==> src/rtl/uart_tx_fifo_if.sv <==
// Write-side and status bundle of the UART transmit stage.
// The producer uses the master view; uart_tx_fifo uses the slave view.
interface uart_tx_fifo_if #(
  parameter int DEPTH = 16
);
  localparam int LW = $clog2(DEPTH) + 1;

  logic          wr_en;
  logic [7:0]    wr_data;
  logic          full;
  logic          empty;
  logic [LW-1:0] level;
  logic          busy;
  logic          overflow;
  logic          txd;

  modport master (
    output wr_en, wr_data,
    input  full, empty, level, busy, overflow, txd
  );

  modport slave (
    input  wr_en, wr_data,
    output full, empty, level, busy, overflow, txd
  );
endinterface

==> src/rtl/uart_tx_fifo.sv <==
// Byte FIFO feeding an 8N1 UART transmitter.
// The FIFO absorbs write bursts while the line drains at the baud rate.
module uart_tx_fifo #(
  parameter int CLK_FREQ = 100000000,
  parameter int BAUD     = 115200,
  parameter int DEPTH    = 16
) (
  input  logic          clk,
  input  logic          rst,
  uart_tx_fifo_if.slave bus
);
  localparam int CPB = CLK_FREQ / BAUD;
  localparam int AW  = $clog2(DEPTH);
  localparam int LW  = AW + 1;
  localparam int CW  = $clog2(CPB);
  localparam logic [CW-1:0] CNT_LAST = CW'(CPB - 1);
  localparam logic [LW-1:0] LVL_FULL = LW'(DEPTH);

  typedef enum logic [1:0] {IDLE, START, DATA, STOP} state_e;

  state_e        state_q,    state_d;
  logic [CW-1:0] cnt_q,      cnt_d;
  logic [2:0]    bit_q,      bit_d;
  logic [7:0]    shift_q,    shift_d;
  logic          txd_q,      txd_d;
  logic [AW-1:0] wr_ptr_q,   wr_ptr_d;
  logic [AW-1:0] rd_ptr_q,   rd_ptr_d;
  logic [LW-1:0] level_q,    level_d;
  logic          full_q,     full_d;
  logic          empty_q,    empty_d;
  logic          overflow_q, overflow_d;
  logic [7:0]    mem_q [DEPTH];

  logic push;
  logic pop;
  logic baud_tick;

  // NOTE: combinational blocks use blocking '=' and assign every output a default first, so no latch is inferred.
  always_comb begin
    push       = bus.wr_en && !full_q;
    wr_ptr_d   = wr_ptr_q;
    rd_ptr_d   = rd_ptr_q;
    level_d    = level_q;
    if (push) wr_ptr_d = wr_ptr_q + AW'(1);
    if (pop)  rd_ptr_d = rd_ptr_q + AW'(1);
    case ({push, pop})
      2'b10:   level_d = level_q + LW'(1);
      2'b01:   level_d = level_q - LW'(1);
      default: level_d = level_q;
    endcase
    // Flags come from the next level so full/empty/level always agree.
    full_d     = (level_d == LVL_FULL);
    empty_d    = (level_d == '0);
    overflow_d = overflow_q | (bus.wr_en & full_q);
  end

  // NOTE: the byte storage has no reset; pointers and level define which entries are valid.
  always_ff @(posedge clk) begin
    if (push) mem_q[wr_ptr_q] <= bus.wr_data;
  end

  always_comb begin
    state_d   = state_q;
    cnt_d     = cnt_q;
    bit_d     = bit_q;
    shift_d   = shift_q;
    txd_d     = txd_q;
    pop       = 1'b0;
    baud_tick = (cnt_q == CNT_LAST);
    unique case (state_q)
      IDLE: begin
        txd_d = 1'b1;
        if (!empty_q) begin
          pop     = 1'b1;
          shift_d = mem_q[rd_ptr_q];
          cnt_d   = '0;
          state_d = START;
          txd_d   = 1'b0;
        end
      end
      START: begin
        if (baud_tick) begin
          cnt_d   = '0;
          bit_d   = '0;
          state_d = DATA;
          txd_d   = shift_q[0];
        end else begin
          cnt_d = cnt_q + CW'(1);
        end
      end
      DATA: begin
        if (baud_tick) begin
          cnt_d   = '0;
          shift_d = shift_q >> 1;
          if (bit_q == 3'd7) begin
            state_d = STOP;
            txd_d   = 1'b1;
          end else begin
            bit_d = bit_q + 3'd1;
            txd_d = shift_q[1];
          end
        end else begin
          cnt_d = cnt_q + CW'(1);
        end
      end
      STOP: begin
        if (baud_tick) begin
          cnt_d   = '0;
          state_d = IDLE;
          txd_d   = 1'b1;
        end else begin
          cnt_d = cnt_q + CW'(1);
        end
      end
      default: state_d = IDLE;
    endcase
  end

  // NOTE: registers update with non-blocking '<=' so every flop samples pre-edge values.
  always_ff @(posedge clk or posedge rst) begin
    if (rst) begin
      state_q    <= IDLE;
      cnt_q      <= '0;
      bit_q      <= '0;
      shift_q    <= '0;
      txd_q      <= 1'b1;
      wr_ptr_q   <= '0;
      rd_ptr_q   <= '0;
      level_q    <= '0;
      full_q     <= 1'b0;
      empty_q    <= 1'b1;
      overflow_q <= 1'b0;
    end else begin
      state_q    <= state_d;
      cnt_q      <= cnt_d;
      bit_q      <= bit_d;
      shift_q    <= shift_d;
      txd_q      <= txd_d;
      wr_ptr_q   <= wr_ptr_d;
      rd_ptr_q   <= rd_ptr_d;
      level_q    <= level_d;
      full_q     <= full_d;
      empty_q    <= empty_d;
      overflow_q <= overflow_d;
    end
  end

  assign bus.txd      = txd_q;
  assign bus.busy     = (state_q != IDLE);
  assign bus.full     = full_q;
  assign bus.empty    = empty_q;
  assign bus.level    = level_q;
  assign bus.overflow = overflow_q;
endmodule
==> src/flat_wrapper.sv <==
// flat-port wrapper written by rule: the top's interface ports become plain ports
module uart_tx_fifo_flat 
#(
  parameter int CLK_FREQ = 100000000,
  parameter int BAUD     = 115200,
  parameter int DEPTH    = 16
)
  (clk, rst, bus_wr_en, bus_wr_data, bus_full, bus_empty, bus_level, bus_busy, bus_overflow, bus_txd);
  uart_tx_fifo_if #(.DEPTH(DEPTH)) bus_i ();
  input  logic clk;
  input  logic rst;
  input wire logic [$bits(bus_i.wr_en)-1:0] bus_wr_en;
  input wire logic [$bits(bus_i.wr_data)-1:0] bus_wr_data;
  output wire logic [$bits(bus_i.full)-1:0] bus_full;
  output wire logic [$bits(bus_i.empty)-1:0] bus_empty;
  output wire logic [$bits(bus_i.level)-1:0] bus_level;
  output wire logic [$bits(bus_i.busy)-1:0] bus_busy;
  output wire logic [$bits(bus_i.overflow)-1:0] bus_overflow;
  output wire logic [$bits(bus_i.txd)-1:0] bus_txd;
  assign bus_i.wr_en = bus_wr_en;
  assign bus_i.wr_data = bus_wr_data;
  assign bus_full = bus_i.full;
  assign bus_empty = bus_i.empty;
  assign bus_level = bus_i.level;
  assign bus_busy = bus_i.busy;
  assign bus_overflow = bus_i.overflow;
  assign bus_txd = bus_i.txd;
  uart_tx_fifo #(.CLK_FREQ(CLK_FREQ), .BAUD(BAUD), .DEPTH(DEPTH)) u_core (.clk(clk), .rst(rst), .bus(bus_i));
endmodule
==> config.mk <==
export PLATFORM = sky130hd
export DESIGN_NAME = uart_tx_fifo_flat
export DESIGN_NICKNAME = d
export VERILOG_FILES = /design/src/rtl/uart_tx_fifo_if.sv /design/src/rtl/uart_tx_fifo.sv /design/src/flat_wrapper.sv
export SDC_FILE = /design/constraint.sdc
export NUM_CORES = 1
export LEC_CHECK = 0
export CORE_MARGIN = 2
export CORE_UTILIZATION = 30
export CTS_BUF_LIST = sky130_fd_sc_hd__clkbuf_16
export CTS_CLUSTER_DIAMETER = 100
export DETAILED_ROUTE_END_ITERATION = 8
export MAX_ROUTING_LAYER = met4
export PLACE_DENSITY_LB_ADDON = 0.12
export SLEW_MARGIN = 15
export SYNTH_ARGS = -nofsm -noshare
export SYNTH_HDL_FRONTEND = slang
export SYNTH_SLANG_ARGS = --single-unit
==> constraint.sdc <==
create_clock -name clk -period 2.6 [get_ports clk]
set_input_delay 0.39 -clock clk [delete_from_list [all_inputs] [get_ports clk]]
set_output_delay 0.39 -clock clk [all_outputs]
set_load 0.01 [all_outputs]
* Word-level counts from Yosys, hierarchy flattened *
Memories as Yosys holds them, arrays and structs flattened.
Cells that the tools add are included.

word-level totals
  bits of input ports = 11
  memory bits (read-only) = 0
  output and inout port bits = 10
  memories = 1
  bits in latches = 0
  bits in writable memories = 128
  word-level logic and storage cells = 73
  register bits after elaboration = 40

cells by class
  multiplexer cells = 27
  magnitude comparators = 0
  multiply operators = 0
  reductions and logical operators = 12
  divide/modulo/power cells = 0
  add/sub/neg operators = 6
  bitwise logic cells = 2
  shift operators = 0
  equal/unequal tests = 14

memories
  memory        words  bits a word  read ports  clocked after Yosys merged registers in  write ports  line                source
  u_core.mem_q  16     8            1           0                                        1            uart_tx_fifo.sv:32  logic [7:0] mem_q [DEPTH];

operators with widths
  operator                 number
  $mux W10                 2
  $pmux W10 S2             1
  $mux W8                  2
  $pmux W8 S2              1
  $add A10 B1 Y10 const B  1
  $eq A10 B10 Y1 const B   1
  $mux W2                  5
  $pmux W5 S2              1
  $mux W1                  9
  $mux W3                  3
  $add A4 B1 Y4 const B    2
  $ne A2 B1 Y1 const B     4
  $pmux W2 S4              1
  $eq A2 B2 Y1 const B     3
  $pmux W3 S2              1
  $reduce_and A3 Y1        2
  $reduce_bool A2 Y1       3
  $add A5 B1 Y5 const B    1
  $eq A5 B5 Y1 const B     1
  $logic_not A5 Y1         1
  $reduce_and A5 Y1        1
  $sub A5 B1 Y5 const B    1
  $eq A2 B1 Y1 const B     2
  $ne A2 B2 Y1 const B     2
  other kinds (10)         10

* Longest topological paths before layout *
Gate-level depths: netlist (run 1).

  depth in word-level cells = 5
  mapped depth = 13
  gate-level depth less buffers = 13

* Worst setup path before layout (run 1) *
OpenSTA, ideal clock, no wires.

  path type = register to register
  from = register u_core.state_q[0]
  to = register u_core.full_q (netlist: u_core.bus.full)
  arrival = 2.399 ns
  path slack = 0.128 ns
  path buffers = 0
  required time = 2.527 ns
  period minus slack after synthesis = 2.472 ns
  cell stages (with the launch flop) = 13
  library setup time = 0.073 ns
  cells stage by stage = dfrtp_1 -> inv_1 -> ha_1 -> nand2b_4 -> inv_6 -> nand2_4 -> inv_2 -> ha_1 -> a21oi_1 -> and2b_2 -> a2111oi_4 -> xor2_2 -> nor2b_1

between the ends
  cells in the longest elaborated chain, start to end = 5
  elaborated cells on any way between the ends = 6
  those cells by class = 3 x eq/ne; 2 x mux; 1 x reduce/logical

RTL lines
  item                                          line                 source
  start: declaration                            uart_tx_fifo.sv:21   state_e state_q, state_d;
  start signal: assignment                      uart_tx_fifo.sv:134  state_q <= state_d;
  $logic_not A2 Y1 (*)                          uart_tx_fifo.sv:70   unique case (state_q)
  $mux W1 (*)                                   uart_tx_fifo.sv:70
  $eq A2 B1 Y1 or $eq A2 B2 Y1 (tied branches)  uart_tx_fifo.sv:46   case ({push, pop})
  $pmux W5 S2 (*)                               uart_tx_fifo.sv:46
  via u_core.level_d[4]                         uart_tx_fifo.sv:28   logic [LW-1:0] level_q, level_d;
  $eq A5 B5 Y1 (*)                              uart_tx_fifo.sv:52   full_d = (level_d == LVL_FULL);
  via u_core.full_d                             uart_tx_fifo.sv:29   logic full_q, full_d;
  end signal: assignment                        uart_tx_fifo.sv:142  full_q <= full_d;
  end: declaration                              uart_tx_fifo.sv:29

The timed path passes the listed nets; every way through them passes the cells marked *.
A chain may end at the register's enable or synchronous reset.

* Worst setup path after layout (run 1) *
Ends and elaborated chain as after synthesis.

==> results of run 1 <==
[worst register-to-register path: cells and delay by family (launching register included)]
family	cells	cell delay (ns)
buffers and inverters	3	0.18
AO/OA/AOI/OAI	2	0.55
flip-flops	1	0.38
adder cells (fa/ha/maj)	2	0.46
XOR/XNOR	1	0.20
AND/OR/NAND/NOR	4	0.61
[power by group through the flow]
stage          Sequential, uW  Clock [uW]  Combinational (uW)
6_report                 3690        2800                3390
3_5_place_dp             3760           0                3400
5_1_grt                  3750        2990                3740
4_1_cts                  3700        2880                3410
3_3_place_gp             3740           0                3340
2_1_floorplan            3590           0                2300
[cells by family after synthesis]
family	synth area share
AOI/OAI and AO/OA	0.0692
xor gates and xnor gates	0.0240
adders and majority gates	0.0277
buffers and inverters	0.0213
DFF	0.670
muxes	0.110
and+or+nand+nor	0.0775
[state kept, by name, indices dropped and copies added, names as in the netlist]
| signal | flops |
|---|---|
| u_core.rd_ptr_q | 4 |
| u_core.cnt_q | 10 |
| u_core.bus.full | 1 |
| u_core.state_q | 2 |
| u_core.bit_q | 3 |
| u_core.wr_ptr_q | 4 |
| u_core.mem_q | 128 |
| u_core.bus.overflow | 1 |
| u_core.shift_q | 8 |
| u_core.bus.level | 5 |
| u_core.bus.txd | 1 |
| u_core.bus.empty | 1 |
[cell usage in the layout (no fill, tap or decap), drive strengths merged, types with 5 or more instances in the layout]
cell	instances
dfrtp	38
nor2b	10
xor2	8
nor3	5
buf	41
o22ai	13
xnor2	11
o31ai	6
nand2	26
and2	17
a21oi	16
nand3	6
ha	16
o21ai	14
a211oi	12
nor2	29
mux4	25
clkdlybuf4s50	20
inv	20
edfxtp	128
nand4	6
mux2	19
clkbuf	17
[metal layers]
metal	global-route usage	up-vias	part of all wire
li1	-	1906	-
met1	0.178	1991	0.48
met2	0.208	37	0.49
met3	0.0234	17	0.017
met4	0.0446	0	0.013
met5	-	-	0
[layout make-up]
type	count	area [um^2]
fill	2265	14800
sequential	168	4850
multi-input combinational	266	2240
timing repair buffer	61	583
clock buffer	17	425
tap	319	399
clock inverter	15	231
inverter	12	55.1
[worst max-delay path by stage]
stage,startpoint,slack [ns],to,cells after the start
floorplan,u_core.state_q[0],0.13,u_core.bus.full,12
global placement,bus_wr_en,-0.12,u_core.bus.full,12
detailed placement,bus_wr_en,-0.21,u_core.bus.full,12
CTS,u_core.state_q[0],0.03,u_core.bus.full,12
global route,u_core.state_q[0],-0.006,u_core.bus.full,12
finish,u_core.state_q[0],0.15,u_core.bus.full,12
[stage by stage]
| stage | utilization | setup slack, ns | setup TNS [ns] | area [um^2] | power [uW] |
|---|---|---|---|---|---|
| final | 0.373 | 0.152 | 0 | 8790 | 9870 |
| after CTS | 0.372 | 0.0287 | 0 | 8750 | 9990 |
| after floorplan | - | 0.128 | 0 | 7230 | 5900 |
| after detailed placement | 0.344 | -0.211 | -0.427 | 8100 | 7160 |
| after global placement | 0.344 | -0.119 | -0.166 | 8100 | 7080 |
| after global routing | 0.373 | -0.00595 | -0.00595 | 8790 | 10500 |
[what timing repair did]
action | in CTS | in global routing
hold buffers | 0 | 0
gates resized for setup | 0 | 4
setup endpoints to repair | 0 | 2
setup buffers | 0 | 3
==> flow_summary.toml, run 1 <==
[floorplan]
core-area_mm2 = 0.0235
start_util = 0.307
die_y_um = 159
die_x_um = 159
dieArea_mm2 = 0.0254
pin_count = 21
rows = 56

[yosys]
ys_seq_area_frac = 0.670
synth_edf_count = 128
ys_ff_latch = 168
synth_top_area_share = 0.531
yosysWarningCount = 0
yosysMostFrequentCell = "edfxtp_1"
synthTopCellsByCount = "128 x edfxtp_1, 38 x dfrtp_1, 29 x nor2_1, 25 x mux4_2, 25 x nand2_1"
syn_nets = 491
synth.distinct_cells = 50
syn_area_mm2 = 0.00723
synth.area.top_cells = "edfxtp_1 53%, dfrtp_1 13%, mux4_2 7.8%, mux2_2 3.0%, ha_1 2.8%"
async_reset_ff_frac = 0.238
synthCells = 464
syn_area_per_cell_um2 = 15.6
yosysTopAreaCell = "edfxtp_1"
synthFlopType = "edfxtp_1"

[clocking]
clkLatencyLatePin_ns = 0.42
cts_made_buffers = 17
cts_sinks = 168
path_clk_slew_ns = 0.07
htree_levels = 4
cts-root-buf = "clkbuf_16"
clock_path_buffers = 2
cts_tree = "built"

[finish]
finalNonFillerCells = 858
drive_above_1_share = 0.247
final_nets = 553
antenna_cells = 0
syn2layout_area_growth_pct = 21.5

[sta]
slew_viol_final = 0
whs_ns = 0.398
hold_viol_final = 0
finClkSkew_ns = 0.00636
tightest_slew_ns = 0.659
post-route-period-util = 0.942
finalSetupViolations = 0
max_freq_mhz = 408
slew_headroom = 0.560
period_minus_slack_ns = 2.45

[worst_setup_path]
r2r-end = "u_core.bus.full"
crit_path_max_fanout = 6
crit_path_end_kind = "register"
cp.arrival_ns = 2.80
critical-path-max-stage-delay_ns = 0.38
worst_path_max_delay_cell = "dfrtp_1"
ff2ff_setup_slack_ns = 0.15
critPathBufInv = 3
setup.worst_path.start_class = "register"
crit_required_ns = 2.95
worst_r2r_startpoint = "u_core.state_q[0]"
criticalPathCategory = "reg -> reg"
rr_worst_depth = 12
worstPathCellList = "inv_2 -> ha_4 -> nand2b_4 -> inv_6 -> nand2_4 -> inv_2 -> ha_1 -> a21oi_1 -> and2b_2 -> a2111oi_4 -> xor2_2 -> nor2b_1"
crit_family = "simple AND/OR/NAND/NOR gates"
critPathMostFrequentCell = "inv_2"

[power]
swShare = 0.326
pwr-share-clk = 0.284
p_per_area_mw_per_mm2 = 1120
pwr-share-seq = 0.373
ir_drop_mv = 0.502
p_leak_uw = 0.00310
intPower_uw = 6650
switchingPower_uw = 3220
pwr-share-comb = 0.343

[grt]
grt_pass1_wl_mm = 24.7
grt_pass1_vias = 4138
grt_overflow = 0
grt_usage = 0.134
grt_max_degree = 41
antenna_found_initial = 0

[run]
max_cap_viol_count = 0

[route]
drc = 0
via_per_inst = 4.60
wl_per_cell_um = 18.1
ant_nets = 0
firstDrtPassIters = 4
drt_iter0_drc = 180
wl_mm = 15.5
num_vias = 3951

[place]
gp_congestion = 0.740
place_inst = 823
post-dp-hpwl_mm = 10.4
port_buffers = 20

[outcome]
status = "finished clean"

[hold_path]
hold_path_class = "in -> async"
Power figures use the tool's default switching activity.
==> run 2: changes to the inputs <==
- CORE_UTILIZATION: 30 -> 45
==> run 2 against run 1 <==
Sequential power about the same. Combinational power decreased by 1%. Total power decreased by 3.9%. Setup slack worse by 0.016 ns. Count of clock-buffer cells in the layout unchanged.
==> flow_summary.toml, run 2 (synthesis results as in run 1) <==
[worst_setup_path]
ff2ff_setup_slack_ns = 0.14
rr_worst_depth = 13
setup.worst_path.start_class = "register"
crit_required_ns = 2.96
crit_path_end_kind = "register"
worst_r2r_startpoint = "u_core.state_q[1]"
r2r-end = "u_core.bus.full"
crit_path_max_fanout = 6
criticalPathCategory = "reg -> reg"
cp.arrival_ns = 2.83

[floorplan]
core-area_mm2 = 0.0158
die_x_um = 131
rows = 46
pin_count = 21
dieArea_mm2 = 0.0171
die_y_um = 131
start_util = 0.459

[finish]
largestRegisters = "u_core.mem_q: 128 flops, u_core.cnt_q: 10 flops, u_core.shift_q: 8 flops"
final_cell_mix = "128 x edfxtp_1, 37 x dfrtp_1, 32 x buf_4, 29 x nor2_1"
final_nets = 550
syn2layout_area_growth_pct = 18.4
layout_commonest_cell = "edfxtp_1"
fin_util = 0.543
regMostFlops = "u_core.mem_q"
antenna_cells = 0
nFillCells = 1311
largest_reg_flops = 128
drive_above_1_share = 0.244

[hold_path]
hold_path_class = "in -> async"

[route]
wl_mm = 14.1
num_vias = 3992
drt_iter0_drc = 200
ant_nets = 0
via_per_inst = 5.31
firstDrtPassIters = 4
drc = 0
wl_per_cell_um = 18.8

[grt]
grt_max_degree = 31
grt_usage = 0.188
grt_pass1_wl_mm = 22.6
grt_pass1_vias = 4088
antenna_found_initial = 0
grt_overflow = 0

[clocking]
clkLatencyLatePin_ns = 0.43
path_clk_slew_ns = 0.07
cts_made_buffers = 17
cts_sinks = 168
cts_tree = "built"
htree_levels = 4
cts-root-buf = "clkbuf_16"
clock_path_buffers = 2

[sta]
max_freq_mhz = 406
tightest_slew_ns = 0.627
hold_viol_final = 0
post-route-period-util = 0.948
worst_slack_ns = 0.136
finClkSkew_ns = 0.00797
finalSetupViolations = 0
period_minus_slack_ns = 2.46
slew_viol_final = 0
slew_headroom = 0.581

[power]
pwr-share-clk = 0.260
pwr-share-comb = 0.352
ir_drop_mv = 0.613
swShare = 0.331
intPower_uw = 6350
p_leak_uw = 0.00305
total_power_uw = 9490
pwr-share-seq = 0.388
p_per_area_mw_per_mm2 = 1110
switchingPower_uw = 3140

[place]
place_ws_ns = -0.263
port_buffers = 20
gp_congestion = 0.788
post-dp-hpwl_mm = 9.20

[outcome]
status = "finished clean"

[run]
max_cap_viol_count = 0
run 2: layout make-up:
cell class / count / area [um^2] / area share
multi-input cells: 266 / 2240 / 0.261
clock inverters: 15 / 164 / 0.0191
flip-flops and latches: 168 / 4850 / 0.566
repair buffers: 58 / 561 / 0.0655
inverters: 12 / 55.1 / 0.00643
clock buffers: 17 / 425 / 0.0497
well taps: 216 / 270 / 0.0316
run 2: worst max-delay path by stage:
stage	end	from	slack (ns)
2_1_floorplan	u_core.bus.full	u_core.state_q[0]	0.13
3_3_place_gp	u_core.bus.full	bus_wr_en	-0.11
3_5_place_dp	u_core.bus.full	bus_wr_en	-0.26
4_1_cts	u_core.bus.full	u_core.state_q[1]	0.02
5_1_grt	u_core.bus.full	u_core.bus.empty	-0.01
6_report	u_core.bus.full	u_core.state_q[1]	0.14
run 2: what timing repair did:
item,CTS,global route
setup endpoints to repair,0,2
setup buffers,0,3
hold buffers,0,0
resized for setup,0,4
run 2: power groups by stage:
stage	Clock, uW	Sequential (uW)	Combinational [uW]
final	2470	3680	3340
after global routing	2630	3730	3680
after CTS	2520	3680	3330
after detailed placement	0	3730	3320
after global placement	0	3710	3270
after floorplan	0	3590	2300
run 2: worst max-delay path, stage by stage (launching register included):
cell       delay (ns)
dfrtp_1          0.40
inv_2            0.08
ha_2             0.20
nand2b_4         0.10
inv_6            0.09
nand2_4          0.06
xnor2_1          0.15
ha_1             0.18
a21oi_1          0.06
and2b_2          0.24
o21ai_2          0.06
a2111oi_4        0.41
xor2_2           0.20
nor2b_2          0.17
run 2: metrics by stage:
step	hold slack (ns)	setup TNS (ns)	cell area, um^2	std cells
floorplan	0.479	0	7230	464
detailed placement	0.445	-0.496	7940	717
global placement	0.444	-0.152	7940	717
CTS	0.330	0	8530	749
finish	0.337	0	8560	752
global route	0.379	-0.0118	8560	752
run 2: routing by layer:
| layer | routed length (um) | vias up | track usage |
|---|---|---|---|
| met4 | 259 | 0 | 0.0720 |
| li1 | - | 1896 | - |
| met5 | 0 | - | - |
| met2 | 6820 | 58 | 0.286 |
| met3 | 434 | 21 | 0.0379 |
| met1 | 6590 | 2017 | 0.254 |
==> run 3: changes to the inputs <==
- clock period: 2.6 -> 2.4 ns (I/O delays scaled with it)
==> run 3 against run 2 <==
Critical endpoint unchanged. Critical path type unchanged. Final area is 2.4% higher. Largest cell class unchanged. Count of clock-buffer cells in the layout stayed put. Via count is 1.5% higher. Global-route usage is 0.38 points higher. Maximum frequency is 8.3% higher. Combinational power is 14% higher. Total power is 10% higher. Sequential share of layout area is 1.3 points lower. Critical path depth stayed put. Die area stayed put.
==> flow_summary.toml, run 3 (synthesis results as in run 1) <==
[power]
ir_drop_mv = 0.629
switchingPower_uw = 3390
pwr-share-seq = 0.381
p_per_area_mw_per_mm2 = 1200
swShare = 0.324
p_leak_uw = 0.00313
pwr-share-comb = 0.364
intPower_uw = 7090
pwr-share-clk = 0.255

[sta]
finalSetupViolations = 0
hold_viol_final = 0
tightest_slew_ns = 0.659
slew_headroom = 0.561
max_freq_mhz = 440
finClkSkew_ns = 0.00624
slew_viol_final = 0
post-route-period-util = 0.948
period_minus_slack_ns = 2.28
worst_slack_ns = 0.125

[worst_setup_path]
crit_path_max_fanout = 4
critPathBufInv = 2
worst_r2r_startpoint = "u_core.state_q[0]"
setup.worst_path.start_class = "register"
crit_family = "simple AND/OR/NAND/NOR gates"
cp.arrival_ns = 2.63
critical-path-max-stage-delay_ns = 0.40
r2r-end = "u_core.bus.full"
crit_path_end_kind = "register"
rr_worst_depth = 13
worst_path_max_delay_cell = "dfrtp_1"
crit_required_ns = 2.76
worstPathCellList = "inv_2 -> ha_4 -> nand2b_4 -> clkinv_4 -> nand2_8 -> xnor2_2 -> ha_2 -> a21oi_2 -> and2b_2 -> o21ai_2 -> a2111oi_4 -> xor2_2 -> nor2b_1"
ff2ff_setup_slack_ns = 0.12
cp-startpoint = "u_core.state_q[0]"
criticalPathCategory = "reg -> reg"

[grt]
grt_overflow = 0
grt_pass1_wl_mm = 23.0
grt_pass1_vias = 4048
antenna_found_initial = 0
grt_max_degree = 31
grt_usage = 0.192

[finish]
layout_commonest_cell = "edfxtp_1"
drive_above_1_share = 0.256
fin_area_mm2 = 0.00877
register_area_mm2 = 0.00485
nFillCells = 1303
largest_reg_flops = 128
largestRegisters = "u_core.mem_q: 128 flops, u_core.cnt_q: 10 flops, u_core.shift_q: 8 flops"
final_cell_mix = "128 x edfxtp_1, 37 x dfrtp_1, 33 x buf_4, 29 x nor2_1"
multi_input_area_mm2 = 0.00227
fin_util = 0.556
final_nets = 560
syn2layout_area_growth_pct = 21.2
finalNonFillerCells = 762
regMostFlops = "u_core.mem_q"
antenna_cells = 0

[clocking]
clock_path_buffers = 2
htree_levels = 4
cts-root-buf = "clkbuf_16"
cts_tree = "built"
cts_sinks = 168
cts_made_buffers = 17
clkLatencyLatePin_ns = 0.43
path_clk_slew_ns = 0.06

[route]
routed.top_layer = "met4"
firstDrtPassIters = 4
via_per_inst = 5.31
drt_iter0_drc = 251
drt-met1-wl_mm = 6.54
dr_wl_met2_mm = 7.02
num_vias = 4050
ant_nets = 0
wl_mm = 14.4
wl_per_cell_um = 18.9
wl_met3_um = 566
drc = 0

[floorplan]
die_x_um = 131
die_y_um = 131
start_util = 0.459
pin_count = 21
core-area_mm2 = 0.0158
rows = 46
dieArea_mm2 = 0.0171

[hold_path]
hold_path_class = "in -> async"

[place]
post-dp-hpwl_mm = 9.47
port_buffers = 20
place_inst = 725
place_area_mm2 = 0.00813
gp_congestion = 0.777
place_ws_ns = -0.357

[outcome]
status = "finished clean"

[run]
max_cap_viol_count = 0
==> run 3: cell types whose count changed in the layout (fill, tap and decap cells not counted), sizes merged <==
cell      before  now
inv           18   19
bufinv         1    2
buf           38   48
clkinvlp       4    2
==> run 3: metrics by stage <==
| step | hold slack [ns] | setup TNS, ns | total power (uW) |
|---|---|---|---|
| finish | 0.257 | 0 | 10500 |
| global route | 0.263 | -0.0206 | 11100 |
| CTS | 0.252 | 0 | 10500 |
| detailed placement | 0.451 | -0.930 | 7810 |
| global placement | 0.439 | -0.651 | 7730 |
| floorplan | 0.459 | 0 | 6410 |
==> run 3: how the worst max path moves through the flow <==
stage          slack (ns)         endpoint  cells after the start
2_1_floorplan        0.03  u_core.bus.full                     10
3_3_place_gp        -0.28  u_core.bus.full                     12
3_5_place_dp        -0.36  u_core.bus.full                     12
4_1_cts              0.02  u_core.bus.full                     12
5_1_grt             -0.02  u_core.bus.full                     13
6_report             0.12  u_core.bus.full                     13
==> run 3: timing repair <==
action,in CTS,in global routing
buffers inserted,0,5
setup endpoints to repair,1,2
hold buffers,0,0
pin swaps,1,5
resized for setup,0,7
==> run 3: layout make-up <==
type | count | share of cell area
inverter | 12 | 0.00628
tap | 216 | 0.0308
multi-input combinational | 266 | 0.259
sequential | 168 | 0.553
clock buffer | 17 | 0.0485
clock inverter | 15 | 0.0173
timing repair buffer | 68 | 0.0854
==> run 3: power by group through the flow <==
stage	Sequential [uW]	Combinational [uW]	Clock [uW]
2_1_floorplan	3890	2520	0
3_3_place_gp	4030	3700	0
3_5_place_dp	4050	3760	0
4_1_cts	3990	3780	2710
5_1_grt	4060	4200	2830
6_report	4000	3820	2670
==> run 3: worst min-delay path: stages <==
cell and delay, ns:
clkdlybuf4s50_1 0.39, inv_1 0.07, buf_4 0.23
==> run 3: metal layers <==
| layer | GRT usage | vias to the layer above |
|---|---|---|
| met3 | 0.0403 | 22 |
| met4 | 0.0645 | 0 |
| li1 | - | 1914 |
| met5 | - | - |
| met2 | 0.292 | 69 |
| met1 | 0.262 | 2045 |
